<file path="src/rtl/mips_pkg.sv">
// Shared loader types and constants.
// IMEM_LOADER_CHECKSUM_EN adds the CHK state for the trailing XOR byte.
package mips_pkg;

  localparam int MAX_WORDS_DEF = 64;
  localparam int HDR_W = 16;

  typedef enum logic [2:0] {
    IDLE,
    HDR_HI,
    HDR_LO,
    DATA,
`ifdef IMEM_LOADER_CHECKSUM_EN
    CHK,
`endif
    DONE,
    ERR
  } ld_state_t;

endpackage

</file>
<file path="src/rtl/imem_byte_packer.sv">
// Big-endian 4-byte word assembler.
// Emits a one-cycle word_valid after the 4th byte.
module imem_byte_packer (
  input  logic        clk,
  input  logic        rst_n,
  input  logic        clr,
  input  logic        byte_valid,
  input  logic [7:0]  byte_data,
  output logic [1:0]  count,
  output logic        word_valid,
  output logic [31:0] word
);

  logic [23:0] sh;

  always_ff @(posedge clk or negedge rst_n) begin
    if (!rst_n) begin
      sh         <= '0;
      count      <= '0;
      word_valid <= 1'b0;
      word       <= '0;
    end else begin
      word_valid <= 1'b0;
      if (clr) begin
        sh    <= '0;
        count <= '0;
      end else if (byte_valid) begin
        sh    <= {sh[15:0], byte_data};
        count <= count + 2'd1;
        if (count == 2'd3) begin
          word_valid <= 1'b1;
          word       <= {sh, byte_data};
        end
      end
    end
  end

endmodule

</file>
<file path="src/rtl/imem_loader.sv">
// Serial-link instruction memory loader: header, payload, optional XOR byte.
// Define IMEM_LOADER_CHECKSUM_EN to require a trailing checksum byte.
module imem_loader
  import mips_pkg::*;
#(
  parameter logic [31:0] BASE_ADDR = 32'h0000_0000,
  parameter int          MAX_WORDS = MAX_WORDS_DEF
) (
  input  logic        clk,
  input  logic        rst_n,
  input  logic        start,
  input  logic        rx_valid,
  input  logic [7:0]  rx_data,
  output logic        rx_ready,
  output logic        imem_we,
  output logic [31:0] imem_addr,
  output logic [31:0] imem_wdata,
  output logic        cpu_hold,
  output logic        done,
  output logic        error
);

`ifdef IMEM_LOADER_CHECKSUM_EN
  localparam ld_state_t PAY_END = CHK;
`else
  localparam ld_state_t PAY_END = DONE;
`endif

  ld_state_t        state, nxt;
  logic [7:0]       hdr_hi;
  logic [HDR_W-1:0] n, wcnt, hdr_n;
  logic [31:0]      addr;
  logic [1:0]       count;
  logic             word_valid;
  logic [31:0]      word;
  logic             xfer, start_ok, pack_in, last_byte;

  assign xfer     = rx_valid && rx_ready;
  assign hdr_n    = {hdr_hi, rx_data};
  assign start_ok = start &&
    (state == IDLE || state == DONE || state == ERR);
  assign pack_in  = xfer && (state == DATA);
  // Leave DATA on the last byte so a following byte is never absorbed.
  assign last_byte = pack_in && (count == 2'd3) &&
    (wcnt == n - 16'd1);

`ifdef IMEM_LOADER_CHECKSUM_EN
  logic [7:0] csum;
  always_ff @(posedge clk or negedge rst_n) begin
    if (!rst_n) csum <= '0;
    else if (start_ok) csum <= '0;
    else if (xfer && state != CHK) csum <= csum ^ rx_data;
  end
`endif

  imem_byte_packer u_packer (
    .clk        (clk),
    .rst_n      (rst_n),
    .clr        (start_ok),
    .byte_valid (pack_in),
    .byte_data  (rx_data),
    .count      (count),
    .word_valid (word_valid),
    .word       (word)
  );

  always_ff @(posedge clk or negedge rst_n) begin
    if (!rst_n) begin
      state  <= IDLE;
      hdr_hi <= '0;
      n      <= '0;
      wcnt   <= '0;
      addr   <= BASE_ADDR;
    end else begin
      state <= nxt;
      if (start_ok) begin
        n    <= '0;
        wcnt <= '0;
        addr <= BASE_ADDR;
      end else begin
        if (xfer && state == HDR_HI) hdr_hi <= rx_data;
        if (xfer && state == HDR_LO) n <= hdr_n;
        if (pack_in && count == 2'd3) wcnt <= wcnt + 16'd1;
        if (word_valid) addr <= addr + 32'd4;
      end
    end
  end

  always_comb begin
    nxt = state;
    unique case (state)
      IDLE, DONE, ERR: if (start) nxt = HDR_HI;
      HDR_HI: if (xfer) nxt = HDR_LO;
      HDR_LO: if (xfer) begin
        if (hdr_n > HDR_W'(MAX_WORDS)) nxt = ERR;
        else if (hdr_n == '0) nxt = PAY_END;
        else nxt = DATA;
      end
      DATA: if (last_byte) nxt = PAY_END;
`ifdef IMEM_LOADER_CHECKSUM_EN
      CHK: if (xfer) nxt = (rx_data == csum) ? DONE : ERR;
`endif
      default: nxt = IDLE;
    endcase
  end

  always_comb begin
    rx_ready = 1'b0;
    cpu_hold = 1'b0;
    done     = 1'b0;
    error    = 1'b0;
    unique case (state)
      HDR_HI, HDR_LO, DATA: begin
        rx_ready = 1'b1;
        cpu_hold = 1'b1;
      end
`ifdef IMEM_LOADER_CHECKSUM_EN
      CHK: begin
        rx_ready = 1'b1;
        cpu_hold = 1'b1;
      end
`endif
      DONE: done = 1'b1;
      ERR: begin
        error    = 1'b1;
        cpu_hold = 1'b1;
      end
      default: ;
    endcase
  end

  assign imem_we    = word_valid;
  assign imem_addr  = addr;
  assign imem_wdata = word;

endmodule

</file>
<file path="config.mk">
export PLATFORM = sky130hd
export DESIGN_NAME = imem_loader
export DESIGN_NICKNAME = d
export VERILOG_FILES = /design/src/rtl/mips_pkg.sv /design/src/rtl/imem_byte_packer.sv /design/src/rtl/imem_loader.sv
export SDC_FILE = /design/constraint.sdc
export NUM_CORES = 1
export LEC_CHECK = 0
export ABC_AREA = 1
export CAP_MARGIN = 5
export CORE_MARGIN = 2
export CORE_UTILIZATION = 47
export CTS_CLUSTER_SIZE = 28
export DETAILED_ROUTE_END_ITERATION = 16
export PLACE_DENSITY = 0.69
export SLEW_MARGIN = 20
export SYNTH_ARGS = -nofsm -noshare
export SYNTH_HDL_FRONTEND = slang
export SYNTH_SLANG_ARGS = --single-unit
</file>
<file path="constraint.sdc">
create_clock -name clk -period 2.3 [get_ports clk]
set_input_delay 0.575 -clock clk [delete_from_list [all_inputs] [get_ports clk]]
set_output_delay 0.575 -clock clk [all_outputs]
set_load 0.005 [all_outputs]
</file>
==> impl_summary.txt <==
----------------------------------------------------
[Clocking]
  Maximum clock insertion buffer count ... 2
  TritonCTS clock tree ... done
  Clock root buffer ... sky130_fd_sc_hd__clkbuf_16
  Number of H-tree levels ... 4
  # clock sinks ... between 100 and 150
  Number of buffers inserted for hold repair after clock tree synthesis ... 0
  Clock transition at the register clock pins on the worst setup and hold paths after CTS ... 60 ps
  Number of buffers added by the clock tree synthesis step ... 17
  Clock latency at the later pin of the worst-skew pair ... ~420 ps

[Pwr]
  Worst VDD drop ... 0.614 mV
  Power share of the combinational group ... about a third
  Sequential Power Share ... between 30% and 40%
  Internal Power ... about 5300 uW
  Share of power burned in the clock network ... roughly 32%
  Sw Ratio ... 37.5%
  NetSw ... around 3200 uW
  Power density relative to cell area ... around 1000 nW/um2
  Leakage power figure ... 0.00378 uW

[Timing]
  Setup violations, final ... 0
  Number of hold-slack violations in the final timing report ... 0
  Final worst path period share ... approximately 95%
  Max Clock Skew ... between 7 and 8 ps
  Pins Over Slew Limit ... 0
  Worst hold margin ... 67.4 ps
  Maximum achievable frequency ... around 460 MHz
  Time the final worst path needs with I/O delays and setup ... 2180 ps
  Final WS setup ... around 120 ps
  Final setup TNS ... 0 ps
  Unrepaired setup endpoints after global routing ... no

[Yosys]
  Post-synthesis cell type with the largest combined area ... sky130_fd_sc_hd__dfrtp_1
  Mapped Avg Cell Area ... around 8.4 um2
  Post-synth cell types ... 51
  Most common flop cell mapped by yosys ... sky130_fd_sc_hd__dfrtp_1
  Synthesized instance count ... 775
  Sequential element share of the synthesized area ... between 50% and 60%
  Number of enable-type register cells in the synthesized netlist ... 0
  Area share of the largest cell type after synthesis ... about 51%
  Synthesis-stage register bit count ... between 100 and 150
  Async set or reset register ratio after synthesis ... between 90% and 100%
  Cell area after technology mapping ... roughly 6500 um2
  Total of warnings raised by yosys ... 0
  Leading cell types by total area after synthesis ... sky130_fd_sc_hd__dfrtp_1, sky130_fd_sc_hd__nand2_1, sky130_fd_sc_hd__o21ai_0

[Critical path]
  Critical Path Sink Type ... output pin
  Worst path required time ... around 1700 ps
  Maximum fanout encountered on the critical timing path ... 3
  Cell type group with the largest total delay on the critical path ... buffers and inverters
  Crit path largest cell delay ... 510 ps
  Arrival time at the worst endpoint ... 1600 ps
  Count of buffering cells on the critical path with inverters included ... 2
  Crit start category ... flop
  Setup CP Type ... flop to output pin
  Crit-path slowest cell ... sky130_fd_sc_hd__clkdlybuf4s50_1
  Cell-by-cell listing of the critical path ... buf_4, nand2_1, nor2_1, clkdlybuf4s50_1

[Die]
  Die Y-Extent ... around 120 um
  Starting density of the core ... around 48%
  Core ar. ... between 10000 and 15000 um2
  Die ar. ... approximately 15000 um2
  Count of boundary I/O pins ... about 80
  Floorplan row count ... 43
  Horiz. Die Dim ... approximately 120 um

[Placed design]
  Final estimated routing congestion in global placement ... between 0.8 and 0.9
  Quantity of I/O buffers inserted on ports ... a little under 80
  Cell area reported after detailed placement ... 7540 um2
  DP Worst Slack ... ~160 ps
  Detailed Place HPWL ... roughly 11000 um

[Routing]
  Number of routed nets with antenna violations ... 0
  Initial DRC count ... 303
  Wirelength per Cell ... approximately 15 um
  Detailed-routing iteration count for the pre-antenna-repair pass ... 4
  Final WL ... 15500 um
  Via total after detailed routing ... about 5600
  DRC ... 0
  Via-to-Cell Ratio ... approximately 5.2

[Finish]
  Storage element area ... roughly 3300 um2
  N_diodes ... 0
  Most common library cell in the layout ignoring fill and taps ... sky130_fd_sc_hd__nand2_1
  Layout cells sized above 1 ... 10.7%
  Final-stage net count ... roughly 890
  Top library cells by usage in the layout, fill and taps aside ... sky130_fd_sc_hd__nand2_1, sky130_fd_sc_hd__dfrtp_1, sky130_fd_sc_hd__inv_1, sky130_fd_sc_hd__o21ai_0, sky130_fd_sc_hd__clkdlybuf4s50_1
  Fill cells ... 1204
  Post-route cell area ... between 8000 and 9000 um2
  Area taken by multi-input logic gates ... between 2000 and 3000 um2
  Area grow syn2layout ... 25.4%

[Global route]
  Initial antenna violation count ... 0
  Global-route wire length before repair ... 26200 um
  Pin count of the biggest net entering global routing ... between 80 and 90
  Global-route usage over all layers ... between 20% and 30%
  Overflow left after global routing ... 0
  Via count of the first global-routing pass ... around 5500

[Status]
  Result of the run ... finished, final reports clean

[Min path]
  Class of the tightest hold or removal check ... input port to async pin

[Job]
  Total of max-cap violations ... 0

----------------------------------------------------
## routing by layer
layer  vias up  GRT usage (%)  wire length [um]
met5         -              0                 0
met4         0           9.63               361
met3        24           4.59               575
met2       117           37.0              7590
met1      2678           29.3              7000
li1       2734              -                 -
## power groups by stage
| stage | Sequential (uW) | Combinational (uW) | Clock, uW |
|---|---|---|---|
| after global routing | 2930 | 3270 | 2890 |
| after global placement | 2910 | 2750 | 0 |
| final | 2890 | 2890 | 2720 |
| after floorplan | 2860 | 2100 | 0 |
| after detailed placement | 2920 | 2810 | 0 |
| after CTS | 2890 | 2890 | 2770 |
## registers in the layout, indices dropped and copies added (netlist names)
register,cells
u_packer.word_valid,1
n,16
u_packer.sh,24
hdr_hi,8
state,3
wcnt,16
imem_addr,30
u_packer.count,2
u_packer.word,32
## through the flow
stage	util (%)	instances	power [uW]
floorplan	-	776	4960
global placement	54.9	1029	5660
detailed placement	54.9	1029	5730
CTS	59.6	1064	8540
global route	59.6	1064	9090
finish	59.6	1064	8510
## synthesized netlist by cell type, types with 3 or more instances
library cell and number:
sky130_fd_sc_hd__nand2_1 184, sky130_fd_sc_hd__clkbuf_1 11, sky130_fd_sc_hd__buf_2 4, sky130_fd_sc_hd__nor4_1 5, sky130_fd_sc_hd__or2_2 3, sky130_fd_sc_hd__nand2_2 7, sky130_fd_sc_hd__inv_1 84, sky130_fd_sc_hd__nor2_1 67
sky130_fd_sc_hd__dfrtp_1 132, sky130_fd_sc_hd__nand3_1 41, sky130_fd_sc_hd__xor2_1 14, sky130_fd_sc_hd__o31ai_1 3, sky130_fd_sc_hd__nor2_2 6, sky130_fd_sc_hd__nor3b_1 4, sky130_fd_sc_hd__o21ai_1 6, sky130_fd_sc_hd__a21oi_1 25
sky130_fd_sc_hd__o21ai_0 83, sky130_fd_sc_hd__nand4_1 9, sky130_fd_sc_hd__xnor2_1 10, sky130_fd_sc_hd__ha_1 4, sky130_fd_sc_hd__inv_2 4, sky130_fd_sc_hd__a31oi_1 3, sky130_fd_sc_hd__buf_6 3, sky130_fd_sc_hd__nor3_1 18
sky130_fd_sc_hd__o22ai_1 10
## cell families after synthesis
group                    after synthesis  share of synthesized area, %
XOR/XNOR                              24                          3.22
adder cells (fa/ha/maj)                4                         0.767
AND/OR/NAND/NOR                      360                          25.9
other                                  1                        0.0575
buffers and inverters                111                          7.41
AO/OA/AOI/OAI                        143                          12.0
flip-flops                           132                          50.7
## final cells by class
cell class                 instances  share of cell area (%)
inverter                          90                    4.38
multi-input combinational        533                    33.7
timing repair buffer              97                    11.4
clock buffer                      19                    5.54
tap                              180                    2.75
clock inverter                    13                    1.79
sequential                       132                    40.4
## worst paths after layout
kind / from / to / slack [ps] / cells past startpoint
max: state[2]$_DFFE_PN0P_ / error / 120 / 4
min: rst_n / imem_addr[11]$_DFFE_PN0P_ / 70 / 1
max reg2reg: n[0]$_DFFE_PN0P_ / state[2]$_DFFE_PN0P_ / 250 / 13
min reg2reg: u_packer.sh[14]$_DFFE_PN0P_ / u_packer.sh[14]$_DFFE_PN0P_ / 470 / 2
max in group asynchronous: rst_n / state[2]$_DFFE_PN0P_ / 1490 / 2
min in group clk: u_packer.sh[14]$_DFFE_PN0P_ / u_packer.sh[14]$_DFFE_PN0P_ / 470 / 2
## timing repair
item	4_1_cts	5_1_grt
pin swaps	2	0
setup endpoints to repair	2	3
resized for setup	7	1
setup buffers	3	0
No activity file was read; power rests on OpenSTA's default activity.
